--- src/rtl/cpu_ctrl_pkg.sv ---
// Shared encodings for the CPU run/step/halt controller: states, command
// opcodes, stop causes and the halt instruction word.
package cpu_ctrl_pkg;

   typedef enum logic [1:0] {
      ST_IDLE = 2'b00,
      ST_RUN  = 2'b01,
      ST_STEP = 2'b10,
      ST_DONE = 2'b11
   } run_state_t;

   typedef enum logic [1:0] {
      OP_RUN     = 2'b00,
      OP_STEP    = 2'b01,
      OP_HALT    = 2'b10,
      OP_CLR_CNT = 2'b11
   } cmd_op_t;

   typedef enum logic [2:0] {
      CAUSE_NONE       = 3'd0,
      CAUSE_HALT_CMD   = 3'd1,
      CAUSE_STEP_DONE  = 3'd2,
      CAUSE_BREAKPOINT = 3'd3,
      CAUSE_EBREAK     = 3'd4
   } stop_cause_t;

   // ebreak encoding, used by benches to build programs that halt
   localparam logic [31:0] HALT_INSN = 32'h0010_0073;

endpackage

--- src/rtl/wrap_counter.sv ---
// Free-running wrap-around counter with an increment enable and a
// synchronous clear that takes priority over the increment.
module wrap_counter #(
   parameter int W = 32
) (
   input  logic         clk,
   input  logic         rst,
   input  logic         inc,
   input  logic         clr,
   output logic [W-1:0] count
);

   always_ff @(posedge clk or posedge rst) begin
      if (rst) begin
         count <= '0;
      end else if (clr) begin
         count <= '0;
      end else if (inc) begin
         count <= count + {{(W-1){1'b0}}, 1'b1};
      end
   end

endmodule

--- src/rtl/cpu_run_ctrl.sv ---
// Run/step/halt controller: gates the CPU's global_en from host commands and
// stops precisely on ebreak, breakpoint or step completion.
module cpu_run_ctrl
   import cpu_ctrl_pkg::*;
#(
   parameter int CNT_W  = 32,
   parameter int STEP_W = 16
) (
   input  logic              clk,
   input  logic              rst,
   input  logic              cmd_valid,
   input  logic [1:0]        cmd_op,
   input  logic [STEP_W-1:0] cmd_arg,
   input  logic              bp_en,
   input  logic [31:0]       bp_pc,
   input  logic              commit,
   input  logic [31:0]       commit_pc,
   input  logic              commit_halt,
   output logic              global_en,
   output logic [1:0]        state,
   output logic [2:0]        stop_cause,
   output logic              stop_pulse,
   output logic [CNT_W-1:0]  cycle_cnt,
   output logic [CNT_W-1:0]  inst_cnt
);

   localparam logic [STEP_W-1:0] STEP_ONE = {{(STEP_W-1){1'b0}}, 1'b1};

   run_state_t        cur_state;
   run_state_t        state_nxt;
   logic [STEP_W-1:0] step_left;
   logic [STEP_W-1:0] left_nxt;
   stop_cause_t       cause_q;
   stop_cause_t       cause_nxt;
   logic              pulse_nxt;
   logic              en_d;
   logic              commit_new;
   logic              stop_now;
   stop_cause_t       stop_code;
   logic              active;
   logic              clr_cnt;
   cmd_op_t           op;

   assign op         = cmd_op_t'(cmd_op);
   assign active     = (cur_state == ST_RUN) || (cur_state == ST_STEP);
   // commit outputs freeze with the pipeline, so only a commit following an enabled cycle is new
   assign commit_new = commit & en_d;
   assign clr_cnt    = cmd_valid && (op == OP_CLR_CNT);

   assign state      = cur_state;
   assign stop_cause = cause_q;

   always_ff @(posedge clk or posedge rst) begin
      if (rst) begin
         cur_state  <= ST_IDLE;
         step_left  <= '0;
         cause_q    <= CAUSE_NONE;
         stop_pulse <= 1'b0;
         en_d       <= 1'b0;
      end else begin
         cur_state  <= state_nxt;
         step_left  <= left_nxt;
         cause_q    <= cause_nxt;
         stop_pulse <= pulse_nxt;
         en_d       <= global_en;
      end
   end

   always_comb begin
      state_nxt = cur_state;
      left_nxt  = step_left;
      cause_nxt = cause_q;
      pulse_nxt = 1'b0;
      case (cur_state)
         ST_IDLE: begin
            if (cmd_valid && (op == OP_RUN)) begin
               state_nxt = ST_RUN;
               cause_nxt = CAUSE_NONE;
            end else if (cmd_valid && (op == OP_STEP)) begin
               state_nxt = ST_STEP;
               left_nxt  = (cmd_arg == '0) ? STEP_ONE : cmd_arg;
               cause_nxt = CAUSE_NONE;
            end
         end
         ST_RUN, ST_STEP: begin
            if (stop_now) begin
               state_nxt = (stop_code == CAUSE_EBREAK) ? ST_DONE : ST_IDLE;
               cause_nxt = stop_code;
               pulse_nxt = 1'b1;
            end else if (cmd_valid && (op == OP_HALT)) begin
               state_nxt = ST_IDLE;
               cause_nxt = CAUSE_HALT_CMD;
               pulse_nxt = 1'b1;
            end else if ((cur_state == ST_STEP) && commit_new) begin
               left_nxt = step_left - STEP_ONE;
            end
         end
         default: begin
         end
      endcase
   end

   // Stop decision is combinational so the pipeline freezes in the very cycle the stopping commit shows
   always_comb begin
      stop_now  = 1'b0;
      stop_code = CAUSE_NONE;
      if (active && commit_new) begin
         if (commit_halt) begin
            stop_now  = 1'b1;
            stop_code = CAUSE_EBREAK;
         end else if (bp_en && (commit_pc == bp_pc)) begin
            stop_now  = 1'b1;
            stop_code = CAUSE_BREAKPOINT;
         end else if ((cur_state == ST_STEP) && (step_left == STEP_ONE)) begin
            stop_now  = 1'b1;
            stop_code = CAUSE_STEP_DONE;
         end
      end
      global_en = active & ~stop_now;
   end

   wrap_counter #(.W(CNT_W)) u_cycle_cnt (
      .clk   (clk),
      .rst   (rst),
      .inc   (global_en),
      .clr   (clr_cnt),
      .count (cycle_cnt)
   );

   wrap_counter #(.W(CNT_W)) u_inst_cnt (
      .clk   (clk),
      .rst   (rst),
      .inc   (commit_new),
      .clr   (clr_cnt),
      .count (inst_cnt)
   );

endmodule

--- config.mk ---
export PLATFORM = sky130hd
export DESIGN_NAME = cpu_run_ctrl
export DESIGN_NICKNAME = d
export VERILOG_FILES = /design/src/rtl/cpu_ctrl_pkg.sv /design/src/rtl/wrap_counter.sv /design/src/rtl/cpu_run_ctrl.sv
export SDC_FILE = /design/constraint.sdc
export NUM_CORES = 1
export LEC_CHECK = 0
export CORE_MARGIN = 3
export CORE_UTILIZATION = 40
export CTS_CLUSTER_SIZE = 28
export DETAILED_ROUTE_END_ITERATION = 8
export PLACE_DENSITY = 0.7
export REMOVE_ABC_BUFFERS = 1
export SYNTH_ARGS = -nofsm -noshare
export SYNTH_HDL_FRONTEND = slang
export SYNTH_SLANG_ARGS = --single-unit
--- constraint.sdc ---
create_clock -name clk -period 3.25 [get_ports clk]
set_input_delay 0.65 -clock clk [delete_from_list [all_inputs] [get_ports clk]]
set_output_delay 0.65 -clock clk [all_outputs]
set_load 0.01 [all_outputs]
==> summary.md, run 1 <==
| Metric | Value |
|---|---|
| I/O pin count | `159` |
| Post-synth EDFFs | `0` |
| Final setup margin | `114 ps` |
| Critical path depth | `8` |
| Critical path type | `in -> out` |
| First-pass GRT wire length | `approximately 24 mm` |
| Initial core utilization | `roughly two fifths` |
| Post-Route WL | `14.4 mm` |
| Maximum vdd ir drop | `0.387 mV` |
| Area growth, synth to finish | `42.2%` |
| Crit Reg-Reg Endpoint | `u_cycle_cnt.count[29]` |
| RSZ-0062 raised after global routing | `no` |
| Commonest cells after routing, fill and taps aside | `clkdlybuf4s50_1 (157), dfrtp_1 (87), nor2_1 (57)` |
| Clk slew on worst S/H paths | `60 ps` |
| Total congestion overflow | `0` |
| Total core area | `12300 µm²` |
| Antenna violations before repair | `0` |
| Placed cells | `910` |
| DRT iter0 DRCs | `between 400 and 500` |
| Critical path's top delay family | `buffers and inverters` |
| CTS sink count | `87` |
| HPWL Detailed | `10.8 mm` |
| DRT Pass-1 Iters | `5` |
| YS warnings | `0` |
| Reg2Reg Setup Slack | `430 ps` |
| Die Ht | `roughly 120 µm` |
| Num rows | `40` |
| Max clock buf depth | `2` |
| Skew-Pair Late Insertion Delay | `340 ps` |
| RePlAce Congestion | `between 0.8 and 0.9` |
| Worst-margin pin slew | `548 ps` |
| Final Core Density | `about three fifths` |
| CP Launch Type | `input pin` |
| Post-Syn Area | `5140 µm²` |
| R2R depth | `9` |
| Depth of the CTS H-tree | `3` |
| HP Start | `stop_cause[0]` |
| Sequential area share after synthesis | `42.4%` |
| Setup Fix Bufs, Post-CTS | `0` |
| WP buf/inv | `3` |
| P_leak | `2.96 nW` |
| DRC violations left | `0` |
| ANT cells | `0` |
| Power density over the cells | `571 nW/µm²` |
| #FFs+latches synth | `87` |
| Vias in the first global route | `4966` |
| Most used DFF post-synth | `dfrtp_1` |
| Setup TNS Final | `0 ps` |
| Yosys cell types | `56` |
| Fraction of registers with async set/reset | `100%` |
| Pin count of the biggest net entering global routing | `46` |
| CTS tree | `built` |
| Vias per cell | `5.47` |
| Worst path cell trace | `clkdlybuf4s50_1 > xnor2_1 > nand2_1 > or4_4 > nor3_2 > a21o_1 > inv_2 > dlygate4sd2_1` |
| Critical path required time | `around 2600 ps` |
| CP max FO | `2` |
| Critical path capture point type | `primary output` |
| Worst Skew | `6.90 ps` |
| # fillers | `1059` |
| Routed length per instance | `15.5 µm` |
| Final non-filler cell total | `924` |
| Die ar. | `roughly 14000 µm²` |
| CP peak stage delay | `490 ps` |
| Max Freq | `0.319 GHz` |
| Leading cell type in the layout, fill and taps excluded | `clkdlybuf4s50_1` |
| CP arrival | `~2500 ps` |
| Die width | `119 µm` |
| Area contributors post-synth | `dfrtp_1 (42%), xor2_1 (5.5%), a21oi_1 (4.5%)` |
| Fin nets | `between 800 and 900` |
| Post-route ant nets | `0` |
| Cells after synthesis | `587` |
| Final period util | `a little over nine tenths` |
| End of the worst hold path | `stop_cause[0]` |
| Post-synth top area share | `a little over two fifths` |
| Reg-to-reg critical path startpoint | `state[0]` |
| Critical path's slowest cell | `clkdlybuf4s50_1` |
| Hold Path Class | `reg -> reg` |
| Syn_area_per_cell | `8.75 µm²` |
| Top cell type by total area after synthesis | `dfrtp_1` |
| Worst slew margin | `between 60% and 70%` |
| GRT Total Usage | `20.5%` |
| Via count | `5053` |
| Layout cell share with drive strength beyond 1 | `under 10%` |
| Status | `finished, final reports clean` |
| CTS Buf Count | `9` |
| Hold depth | `1` |
| Final setup vio count | `0` |
| IO buf count | `158` |
| Max-slew violation count | `0` |
| Max-cap violations | `0` |
| Worst slack, placed | `-158 ps` |
| Crit path time final | `about 3100 ps` |
| Hold Slack | `499 ps` |
| Final Hold Fails | `0` |
| Clock root buffer | `clkbuf_16` |
[sequential cells by signal, indices dropped and copies added, names as in the netlist]
register,count
state,2
u_inst_cnt.count,32
stop_pulse,1
en_d,1
step_left,16
stop_cause,3
u_cycle_cnt.count,32
[power by group]
group          leakage (nW)  internal, mW  switching, mW
combinational          1.66         0.748          0.973
clock                 0.136         0.609          0.409
sequential             1.17          1.26          0.172
total                  2.96          2.62           1.55
[worst reg2reg max path, stage by stage (launching register included)]
cell and delay (ps):
dfrtp_1 410, inv_1 110, ha_1 240, nor4bb_1 130, and3_1 170, a41oi_2 300, o21ai_4 110, a2111o_1 580
or4_1 540, a21oi_1 150
[per-layer routing]
layer,vias up,part of all wire (%),global-route usage (%)
li1,2456,-,-
met1,2418,43,26.5
met2,160,48,33.0
met3,19,7.3,6.22
met4,0,1.3,6.08
met5,-,0,0
[cells in the mapped netlist (7+ instances only)]
cell,instances
dfrtp_1,87
nor2_1,57
nand2_1,49
a21oi_1,46
o21ai_0,36
xor2_1,32
inv_1,27
nand3_1,24
xnor2_1,23
or3_1,18
and3_1,17
clkbuf_1,16
nand4_1,16
or4_1,14
nor3_1,11
nor4_1,9
a31oi_1,8
ha_1,8
o31ai_1,7
[repair_timing]
item                       CTS  global route
hold buffers                 0             0
pin swaps                    0             2
setup endpoints to repair    1             1
gates resized for setup      2             3
[cell families after synthesis]
kind of cell | Yosys count | share of synthesized area [%]
AO/OA/AOI/OAI | 144 | 17.8
XOR/XNOR | 55 | 9.38
adder cells (fa/ha/maj) | 8 | 1.95
buffers and inverters | 51 | 3.97
flip-flops | 87 | 42.4
AND/OR/NAND/NOR | 242 | 24.6
[metrics by stage]
stage | instance area (µm²) | power [mW]
2_1_floorplan | 5040 | 2.42
6_report | 7300 | 4.17
5_1_grt | 7300 | 4.47
4_1_cts | 7290 | 4.18
3_3_place_gp | 7010 | 3.11
3_5_place_dp | 7010 | 3.16
[area by class of cell]
cell class	count	area (µm²)	share of cell area, %
clock buffers	13	250	3.43
clock inverters	1	30.0	0.411
inverters	28	106	1.46
multi-input cells	449	2770	38.0
flip-flops and latches	87	2180	29.8
well taps	168	210	2.88
repair buffers	178	1760	24.0
[worst max path at each step]
| stage | from | end | slack (ps) |
|---|---|---|---|
| detailed placement | commit_pc[5] | global_en | -160 |
| finish | commit_pc[10] | global_en | 110 |
| global route | commit_pc[10] | global_en | 0.7 |
| CTS | commit_pc[10] | global_en | 50 |
| floorplan | bp_pc[5] | global_en | 340 |
| global placement | commit_pc[10] | global_en | -90 |
(Power assumes the default switching activity.)
==> run 2: changes to the inputs <==
- CORE_UTILIZATION: 40 -> 45
- PLACE_DENSITY: 0.7 -> 0.76
- SYNTH_HIERARCHICAL: unset -> 1
==> run 2 against run 1 <==
Against the previous run:
- core utilization up 6.6 points
- power up 7.1%
- wire length increased by 16%
- clock skew up 2.4 ps
- design area grew 6.1%
- first-iteration DRC count increased by 21%
- largest power group unchanged
- critical path depth rose by 1
- non-clock buffer count is 17 higher
- combinational power up 13%
- hold slack improved by 9.0 ps
- die area is 3.9% lower
- via count grew 8.4%
==> summary.md, run 2 <==
| Metric | Value |
|---|---|
| Max-slew violation count | `0` |
| Hold Path Class | `reg -> reg` |
| Worst path cell trace | `clkdlybuf4s50_1 > xnor2_1 > nand4_1 > nor4_2 > buf_4 > nand3_2 > a21oi_2 > nor2_2 > dlygate4sd2_1` |
| Total congestion overflow | `0` |
| Initial core utilization | `roughly 47%` |
| Setup TNS Final | `0 ps` |
| Post-Route WL | `16.7 mm` |
| Max clock buf depth | `2` |
| Top cell type by total area after synthesis | `dfrtp_1` |
| Clk slew on worst S/H paths | `70 ps` |
| Clock Power Share | `approximately a quarter` |
| #FFs+latches synth | `87` |
| Final Hold Fails | `0` |
| Worst slew margin | `a little over a third` |
| Commonest cells in the netlist | `dfrtp_1 (87), nor2_1 (53), nand2_1 (49)` |
| Via count | `5476` |
| Critical path capture point type | `primary output` |
| RePlAce Congestion | `0.855` |
| Critical path's slowest cell | `clkdlybuf4s50_1` |
| Overall Power | `4.47 mW` |
| Design area | `7750 µm²` |
| Final Core Density | `66.1%` |
| Status | `finished, final reports clean` |
| Die ar. | `13700 µm²` |
| WP buf/inv | `3` |
| Depth of the CTS H-tree | `3` |
| CP Launch Type | `input pin` |
| CP arrival | `2510 ps` |
| Yosys cell types | `60` |
| Die Ht | `117 µm` |
| Largest regs | `u_cycle_cnt/count: 32 flops, u_inst_cnt/count: 32 flops, step_left: 16 flops` |
| I/O pin count | `159` |
| Cells after synthesis | `616` |
| CTS Buf Count | `9` |
| Sequential Power Share | `between 30% and 40%` |
| Post-synth EDFFs | `0` |
| CP peak stage delay | `500 ps` |
| Critical path type | `in -> out` |
| Final setup margin | `92.3 ps` |
| Post-synth top area share | `between 30% and 40%` |
| Clock root buffer | `clkbuf_16` |
| Vias per cell | `5.84` |
| Total core area | `about 12000 µm²` |
| Leading cell type in the layout, fill and taps excluded | `clkdlybuf4s50_1` |
| Layout cell share with drive strength beyond 1 | `11.5%` |
| Post-Syn Area | `roughly 5500 µm²` |
| Die width | `117 µm` |
| GRT Total Usage | `24.3%` |
| Worst-margin pin slew | `955 ps` |
| Max Freq | `0.317 GHz` |
| Placed cells | `between 900 and 1000` |
| Max-cap violations | `0` |
| P_int | `2.81 mW` |
| Crit path time final | `approximately 3200 ps` |
| Pin count of the biggest net entering global routing | `between 50 and 60` |
| Area contributors post-synth | `dfrtp_1 (39%), xnor2_1 (6.5%), nor2_1 (3.6%)` |
| CTS sink count | `87` |
| HP Start | `step_left[9]` |
| HPWL Detailed | `12.4 mm` |
| Final period util | `97.2%` |
| Commonest cells after routing, fill and taps aside | `clkdlybuf4s50_1 (157), dfrtp_1 (87), nor2_1 (52)` |
| Worst Skew | `9.28 ps` |
| Antenna violations before repair | `0` |
| First-pass GRT wire length | `26.7 mm` |
| Fin nets | `between 800 and 900` |
| Cts hold-fix bufs | `0` |
| Maximum vdd ir drop | `0.285 mV` |
| Vias in the first global route | `5359` |
| Critical path required time | `about 2600 ps` |
| Routed length per instance | `17.8 µm` |
| Hold Slack | `508 ps` |
| Logic pwr share | `43.7%` |
| Post-route ant nets | `0` |
| Final non-filler cell total | `about 940` |
| ANT cells | `0` |
| Syn_area_per_cell | `8.99 µm²` |
| CTS tree | `built` |
| Reg-to-reg critical path startpoint | `step_left[1]` |
| RSZ-0062 raised after global routing | `yes` |
| IO buf count | `158` |
| P_leak | `3.06 nW` |
| Dpl cell area | `between 7000 and 8000 µm²` |
| Sequential area share after synthesis | `39.3%` |
| Final setup vio count | `0` |
| P_sw | `1.66 mW` |
| DRT Pass-1 Iters | `5` |
| Worst slack, placed | `-491 ps` |
| Switch share | `37.1%` |
| Power density over the cells | `just under 600 nW/µm²` |
| Area growth, synth to finish | `39.8%` |
| Critical Path Start | `bp_pc[31]` |
| Most common cell in the netlist | `dfrtp_1` |
| Most used DFF post-synth | `dfrtp_1` |
| YS warnings | `6` |
| Fraction of registers with async set/reset | `100%` |
| CP max FO | `3` |
| DRC violations left | `0` |
| DRT iter0 DRCs | `508` |
| Skew-Pair Late Insertion Delay | `340 ps` |
| Num rows | `39` |
| Critical path's top delay family | `buffers and inverters` |
-- run 2: cell count changes after synthesis, sizes merged, moves of 6 or more --
cell / previous run / this run
nand4: 16 / 26
or4: 14 / 20
xor2: 32 / 15
mux2: 0 / 15
nor2b: 6 / 15
a21oi: 46 / 32
o21ai: 38 / 26
nand3: 24 / 14
o31ai: 7 / 17
buf: 7 / 20
xnor2: 23 / 41
nor3: 12 / 20
nor4: 10 / 27
-- run 2: final cells by class --
cell class | count | area [µm²]
clock buffer | 10 | 239
clock inverter | 6 | 68.8
fill | 976 | 3970
inverter | 28 | 105
multi-input combinational | 468 | 3120
sequential | 87 | 2180
tap | 143 | 179
timing repair buffer | 195 | 1860
-- run 2: cell families (layout without fill, tap and decap cells) --
logic type | count (synthesis) | count (layout) | synth area share, %
mux | 19 | 19 | 3.77
xor+xnor | 56 | 56 | 8.85
compound gates | 112 | 112 | 13.7
buf+inv | 61 | 239 | 5.20
simple gates | 273 | 273 | 27.4
fa+ha+maj | 8 | 8 | 1.81
flops | 87 | 87 | 39.3
-- run 2: power by group through the flow --
stage / sequential (mW) / combinational [mW] / clock, mW
after floorplan: 1.47 / 1.03 / 0
after detailed placement: 1.46 / 1.90 / 0
after global placement: 1.44 / 1.85 / 0
after CTS: 1.44 / 1.93 / 1.09
after global routing: 1.47 / 2.14 / 1.13
final: 1.45 / 1.95 / 1.06
-- run 2: tightest hold or removal path, stage by stage, from the launching register on --
cell and delay, ps:
dfrtp_1 350, o41ai_1 60, o21ai_0 60
-- run 2: per-layer routing --
layer | part of all wire (%) | GRT usage, %
met5 | 0 | 0
met4 | 1.1 | 6.35
met3 | 5.8 | 4.32
met2 | 51 | 41.4
met1 | 42 | 32.1
-- run 2: repair_timing --
action / 4_1_cts / 5_1_grt
gates resized for setup: 5 / 4
setup buffers: 1 / 0
setup endpoints to repair: 18 / 12
pin swaps: 1 / 6
-- run 2: path summary, 6_finish.rpt --
kind                       cells past startpoint                     to  slack [ps]
setup reg to reg                              12  u_cycle_cnt/count[31]         200
hold reg to reg                                2           step_left[9]         510
max in group asynchronous                      2           step_left[1]        1760
min in group asynchronous                      3    u_inst_cnt/count[9]         770
setup / recovery                               9              global_en          90
hold / removal                                 2           step_left[9]         510
